==> config.mk <==
export PLATFORM = sky130hd
export DESIGN_NAME = spi_eeprom_ctrl
export DESIGN_NICKNAME = d
export VERILOG_FILES = /design/src/rtl/spi_eeprom_defs.sv /design/src/rtl/spi_eeprom_ctrl.sv
export SDC_FILE = /design/constraint.sdc
export NUM_CORES = 1
export LEC_CHECK = 0
export CAP_MARGIN = 20
export CORE_MARGIN = 5
export CORE_UTILIZATION = 50
export CTS_CLUSTER_SIZE = 12
export DETAILED_ROUTE_END_ITERATION = 7
export DONT_BUFFER_PORTS = 1
export RECOVER_POWER = 50
export SYNTH_ARGS = -nofsm -noshare
export SYNTH_HDL_FRONTEND = slang
export SYNTH_SLANG_ARGS = --single-unit
==> constraint.sdc <==
create_clock -name clk -period 4.4 [get_ports clk]
set_input_delay 0.88 -clock clk [delete_from_list [all_inputs] [get_ports clk]]
set_output_delay 0.88 -clock clk [all_outputs]
set_load 0.05 [all_outputs]
==> src/rtl/spi_eeprom_defs.sv <==
// spi_eeprom_defs: opcodes, state encoding and byte-sequence helper for the SPI EEPROM write controller
package spi_eeprom_defs;
  localparam int CNT_W = 20;
  localparam logic [7:0] OP_WREN  = 8'h06;
  localparam logic [7:0] OP_WRITE = 8'h02;

  typedef enum logic [3:0] {
    IDLE, WREN_SETUP, WREN_SHIFT, WREN_HOLD, GAP, SETUP, SHIFT, HOLD, TWC, DONE
  } state_e;

  // Byte order of the WRITE frame: opcode, address high, address low, data.
  function automatic logic [7:0] write_byte(input logic [1:0] i, input logic [15:0] a,
                                            input logic [7:0] d);
    return (i == 2'd0) ? OP_WRITE : (i == 2'd1) ? a[15:8] : (i == 2'd2) ? a[7:0] : d;
  endfunction
endpackage

==> src/rtl/spi_eeprom_ctrl.sv <==
// spi_eeprom_ctrl: issues WREN then WRITE(addr, data) to an SPI EEPROM via an external byte shifter,
// then waits out the write cycle; one shared down-counter times setup, hold, gap, timeout and tWC.
module spi_eeprom_ctrl
  import spi_eeprom_defs::*;
#(
  parameter int CS_SETUP   = 4,
  parameter int CS_HOLD    = 4,
  parameter int TWC_CYCLES = 250000,
  parameter int TIMEOUT    = 127
) (
  input  logic        clk,
  input  logic        nReset,
  input  logic        wr_req,
  input  logic [15:0] wr_addr,
  input  logic [7:0]  wr_data,
  output logic        busy,
  output logic        done,
  output logic        err,
  output logic        ld_data,
  output logic [7:0]  datain,
  input  logic        SPI_busy,
  output logic        nCS
);
  localparam logic [CNT_W-1:0] SETUP_LD = CNT_W'(CS_SETUP - 1);
  localparam logic [CNT_W-1:0] HOLD_LD  = CNT_W'(CS_HOLD - 1);
  localparam logic [CNT_W-1:0] TWC_LD   = CNT_W'(TWC_CYCLES - 1);
  localparam logic [CNT_W-1:0] TO_LD    = CNT_W'(TIMEOUT);

  state_e           state_q, state_d;
  logic [CNT_W-1:0] cnt_q, cnt_d;
  logic [1:0]       idx_q, idx_d, idx_nx;
  logic [15:0]      addr_q, addr_d;
  logic [7:0]       data_q, data_d, datain_q, datain_d;
  logic             ncs_q, ncs_d, ld_q, ld_d, done_q, done_d, err_q, err_d, busy_q;
  logic             byte_done;

  assign idx_nx = idx_q + 2'd1;
  // The load cycle and the one after it are blind: the shifter has not yet dropped SPI_busy.
  assign byte_done = SPI_busy && (cnt_q < TO_LD - 1'b1);

  always_ff @(posedge clk or negedge nReset) begin
    if (!nReset) begin
      state_q  <= IDLE;
      cnt_q    <= '0;
      idx_q    <= '0;
      addr_q   <= '0;
      data_q   <= '0;
      datain_q <= '0;
      ncs_q    <= 1'b1;
      ld_q     <= 1'b0;
      done_q   <= 1'b0;
      err_q    <= 1'b0;
      busy_q   <= 1'b0;
    end else begin
      state_q  <= state_d;
      cnt_q    <= cnt_d;
      idx_q    <= idx_d;
      addr_q   <= addr_d;
      data_q   <= data_d;
      datain_q <= datain_d;
      ncs_q    <= ncs_d;
      ld_q     <= ld_d;
      done_q   <= done_d;
      err_q    <= err_d;
      busy_q   <= (state_d != IDLE);
    end
  end

  always_comb begin
    state_d  = state_q;
    cnt_d    = (cnt_q != '0) ? cnt_q - 1'b1 : '0;
    idx_d    = idx_q;
    addr_d   = addr_q;
    data_d   = data_q;
    datain_d = datain_q;
    ncs_d    = ncs_q;
    ld_d     = 1'b0;
    done_d   = 1'b0;
    err_d    = 1'b0;
    case (state_q)
      IDLE: if (wr_req) begin
        addr_d  = wr_addr;
        data_d  = wr_data;
        ncs_d   = 1'b0;
        cnt_d   = SETUP_LD;
        state_d = WREN_SETUP;
      end
      WREN_SETUP, SETUP: if (cnt_q == '0) begin
        ld_d     = 1'b1;
        datain_d = (state_q == WREN_SETUP) ? OP_WREN : write_byte(idx_q, addr_q, data_q);
        cnt_d    = TO_LD;
        state_d  = (state_q == WREN_SETUP) ? WREN_SHIFT : SHIFT;
      end
      WREN_SHIFT, SHIFT: begin
        if (byte_done) begin
          if (state_q == SHIFT && idx_q != 2'd3) begin
            idx_d    = idx_nx;
            ld_d     = 1'b1;
            datain_d = write_byte(idx_nx, addr_q, data_q);
            cnt_d    = TO_LD;
          end else begin
            idx_d   = '0;
            cnt_d   = HOLD_LD;
            state_d = (state_q == SHIFT) ? HOLD : WREN_HOLD;
          end
        end else if (cnt_q == '0) begin
          err_d   = 1'b1;
          ncs_d   = 1'b1;
          idx_d   = '0;
          state_d = IDLE;
        end
      end
      WREN_HOLD: if (cnt_q == '0) begin
        ncs_d   = 1'b1;
        cnt_d   = HOLD_LD;
        state_d = GAP;
      end
      GAP: if (cnt_q == '0) begin
        ncs_d   = 1'b0;
        cnt_d   = SETUP_LD;
        state_d = SETUP;
      end
      HOLD: if (cnt_q == '0) begin
        ncs_d   = 1'b1;
        cnt_d   = TWC_LD;
        state_d = TWC;
      end
      // done is raised while in DONE so a same-cycle wr_req lands outside IDLE.
      TWC: if (cnt_q == '0) begin
        done_d  = 1'b1;
        state_d = DONE;
      end
      DONE:    state_d = IDLE;
      default: state_d = IDLE;
    endcase
  end

  assign busy    = busy_q;
  assign done    = done_q;
  assign err     = err_q;
  assign ld_data = ld_q;
  assign datain  = datain_q;
  assign nCS     = ncs_q;
endmodule

==> flow_metrics.env <==
export IMPL_nature_of_the_critical_path_startpoint="flip-flop"
export IMPL_grt_max_degree=64
export IMPL_post_synth_top_count_cell="dfrtp_1"
export IMPL_whs_ns=0.2241
export IMPL_die_h_um=92.20
export IMPL_fp_dieW_um=92.20
export IMPL_grt_overflow=0
export IMPL_final_instance_count_excl_fill=400
export IMPL_total_power_divided_by_cell_area_nw_per_um2=285.1
export IMPL_avgViaCountPerCell=5.955
export IMPL_synth_cell_area_um2=3378
export IMPL_synthDominantCellAreaShare_pct=45.93
export IMPL_drc=0
export IMPL_global_route_usage_met3_pct=5.168
export IMPL_outcome="complete, no violations"
export IMPL_leakagePower_nw=1.550
export IMPL_post_drt_wl_per_cell_um=17.74
export IMPL_maximum_buffer_depth_of_the_clock_tree=2
export IMPL_n_antenna_cell=0
export IMPL_post_cts_hold_buffer_count=0
export IMPL_synth_seq_cells=63
export IMPL_finalCoreUtilization_pct=53.88
export IMPL_synth_top_cells_by_count="62 x dfrtp_1, 35 x nor2_1, 27 x a21oi_1, 27 x mux2_2, 14 x mux2i_1"
export IMPL_min_period_ns=2.932
export IMPL_groute_layer_met1_usage_pct=27.90
export IMPL_cp_max_fo=16
export IMPL_drt_wl_total_um=7095
export IMPL_worst_slew_pin_transition_ns=0.9412
export IMPL_grt_setup_unrepaired="false"
export IMPL_gp_congestion=0.8700
export IMPL_nets=348
export IMPL_io_pin_count=41
export IMPL_final_cell_area_um2=3600
export IMPL_drive_above_1_share_pct=18.44
export IMPL_arrival_ns=3.16
export IMPL_report_final_slew_viol_count=0
export IMPL_cts_root_buf="clkbuf_8"
export IMPL_netlist_top_cell_by_area="dfrtp_1"
export IMPL_detailed_router_s_first_iteration_violation_count=111
export IMPL_synth_lib_cells_used_distinct=54
export IMPL_synth_yosys_seq_area_share_pct=46.70
export IMPL_die_area_um2=8500
export IMPL_critical_path_required_ns=4.63
export IMPL_fp_row_count=30
export IMPL_portBuffers=0
export IMPL_path_cells="inv_1 -> ha_1 -> nor3b_1 -> and2_0 -> nand2_4 -> o31ai_4 -> mux2_4"
export IMPL_timing_critical_path_max_delay_family="simple AND/OR/NAND/NOR gates"
export IMPL_synth_enable_flop_cells=0
export IMPL_post_cts_resized=0
export IMPL_globalRoute_busiestLayer="met1"
export IMPL_floorplan_core_area_um2=6681
export IMPL_detailed_place_hpwl_um=4895
export IMPL_cts_tree="done"
export IMPL_ys_warnings_count=0
export IMPL_rrSetupSlack_ns=1.47
export IMPL_clk_latency_ns=0.34
export IMPL_max_cap_viol_count=0
export IMPL_worst_path_largest_cell_delay_ns=0.64
export IMPL_vias_in_the_first_global_route=2410
export IMPL_vias=2382
export IMPL_post_placement_worst_setup_slack_ns=1.932
export IMPL_syn_inst=317
export IMPL_ys_dominant_reg_cell="dfrtp_1"
export IMPL_timing_hold_worst_class="in2async"
export IMPL_number_of_antenna_violations_at_the_first_check_in_global_routing=0
export IMPL_critical_path_slowest_cell="o31ai_4"
export IMPL_final_hold_viol_count=0
export IMPL_area_growth_synth_to_final_pct=6.555
export IMPL_timing_worst_setup_path_type="reg2reg"
export IMPL_timing_final_crit_share_pct=66.64
export IMPL_floorplan_initialDensity_pct=50.56
export IMPL_first_pass_iters=4
export IMPL_clkTransAtPathRegs_ns=0.08
export IMPL_setup_tns_ns=0
export IMPL_synth_net_count=350
export IMPL_htree_num_levels=3
export IMPL_yosys_top_cells_area="dfrtp_1 46%, mux2_2 9.0%, mux2i_1 4.1%"
export IMPL_grt_pass1_wl_um=12250
export IMPL_final_setup_worst_slack_ns=1.468
export IMPL_syn_area_per_cell_um2=10.66
export IMPL_timing_slew_headroom_pct=37.26
export IMPL_synth_async_reset_ratio_pct=100.0
export IMPL_worstSetupEndpointType="flip-flop"
export IMPL_dp_cells=384
export IMPL_dpl_instance_area_um2=3433
export IMPL_ant_nets=0
export IMPL_grt_use_met2_pct=22.93
export IMPL_maxClockFrequency_mhz=341.1
export IMPL_vdd_ir_drop_worst_mv=0.1301
export IMPL_number_of_buffers_added_by_the_clock_tree_synthesis_step=9
export IMPL_timing_final_setup_violations=0
export IMPL_power_mw=1.026
export IMPL_track_usage_pct=18.15
export IMPL_post_cts_setup_buffer_count=0
export IMPL_fin_worst_skew_ns=0.007215
export IMPL_cp_buffers_inverters=1
export IMPL_cts_sink_count=63
## registers in the layout (all words and copies together) (netlist names)
register,count
ld_data,1
err,1
idx_q,2
done,1
datain,8
data_q,8
nCS,1
state_q,4
addr_q,16
cnt_q,20
busy,1
## cell usage in the layout (no fill, tap or decap), drive strengths merged, types with 3 or more instances in the layout
| cell type | count |
|---|---|
| clkbuf | 9 |
| nand2 | 9 |
| ha | 5 |
| inv | 10 |
| o211ai | 3 |
| nor4 | 6 |
| nand2b | 4 |
| nor2b | 3 |
| dfrtp | 62 |
| o21ai | 12 |
| nor2 | 35 |
| o21bai | 3 |
| or4 | 3 |
| a21oi | 27 |
| nor3 | 5 |
| clkinv | 4 |
| mux2i | 14 |
| nand3 | 6 |
| or3 | 5 |
| clkinvlp | 3 |
| mux2 | 34 |
| xor2 | 6 |
| o22ai | 7 |
| xnor2 | 9 |
| o31ai | 4 |
## cells by family after synthesis
family	share of synthesized area [%]
mux	16.26
compound gates	14.19
simple gates	14.37
xor+xnor	3.889
buf+inv	2.741
fa+ha+maj	1.852
flops	46.70
## final cells by class
type,instances,area (µm²)
multi-input combinational,230,1703
tap,80,100.1
timing repair buffer,1,7.507
clock buffer,9,123.9
clock inverter,7,50.05
fill,586,3082
inverter,10,37.54
sequential,63,1578
## routing by layer
metal / vias up / routed length [µm]
met5: - / 0
met3: 15 / 382
li1: 1152 / -
met2: 72 / 2756
met1: 1143 / 3797
met4: 0 / 158
## worst paths after layout
check / from / end / cells after the start
min in group clk: data_q[2]$_DFFE_PN0P_ / data_q[2]$_DFFE_PN0P_ / 1
worst max-delay path: cnt_q[0]$_DFF_PN0_ / datain[6]$_DFFE_PN0P_ / 7
worst min register to register: data_q[2]$_DFFE_PN0P_ / data_q[2]$_DFFE_PN0P_ / 1
worst max register to register: cnt_q[0]$_DFF_PN0_ / datain[6]$_DFFE_PN0P_ / 7
max in group asynchronous: nReset / nCS$_DFFE_PN1P_ / 0
worst min-delay path: nReset / cnt_q[3]$_DFF_PN0_ / 0
## power by group
part	switching [mW]	leakage, nW	internal (mW)
logic	0.000126	0.674	0.000597
clock network	0.240	0.0812	0.204
registers	0.00200	0.795	0.580
total	0.242	1.55	0.784
## worst register-to-register path: cells and delay by family (launching register included)
kind / cells / cell delay [ns]
fa+ha+maj: 1 / 0.17
simple gates: 3 / 1.15
compound gates: 1 / 0.65
flops: 1 / 0.42
mux: 1 / 0.35
buf+inv: 1 / 0.07
No activity file was read; power rests on OpenSTA's default activity.
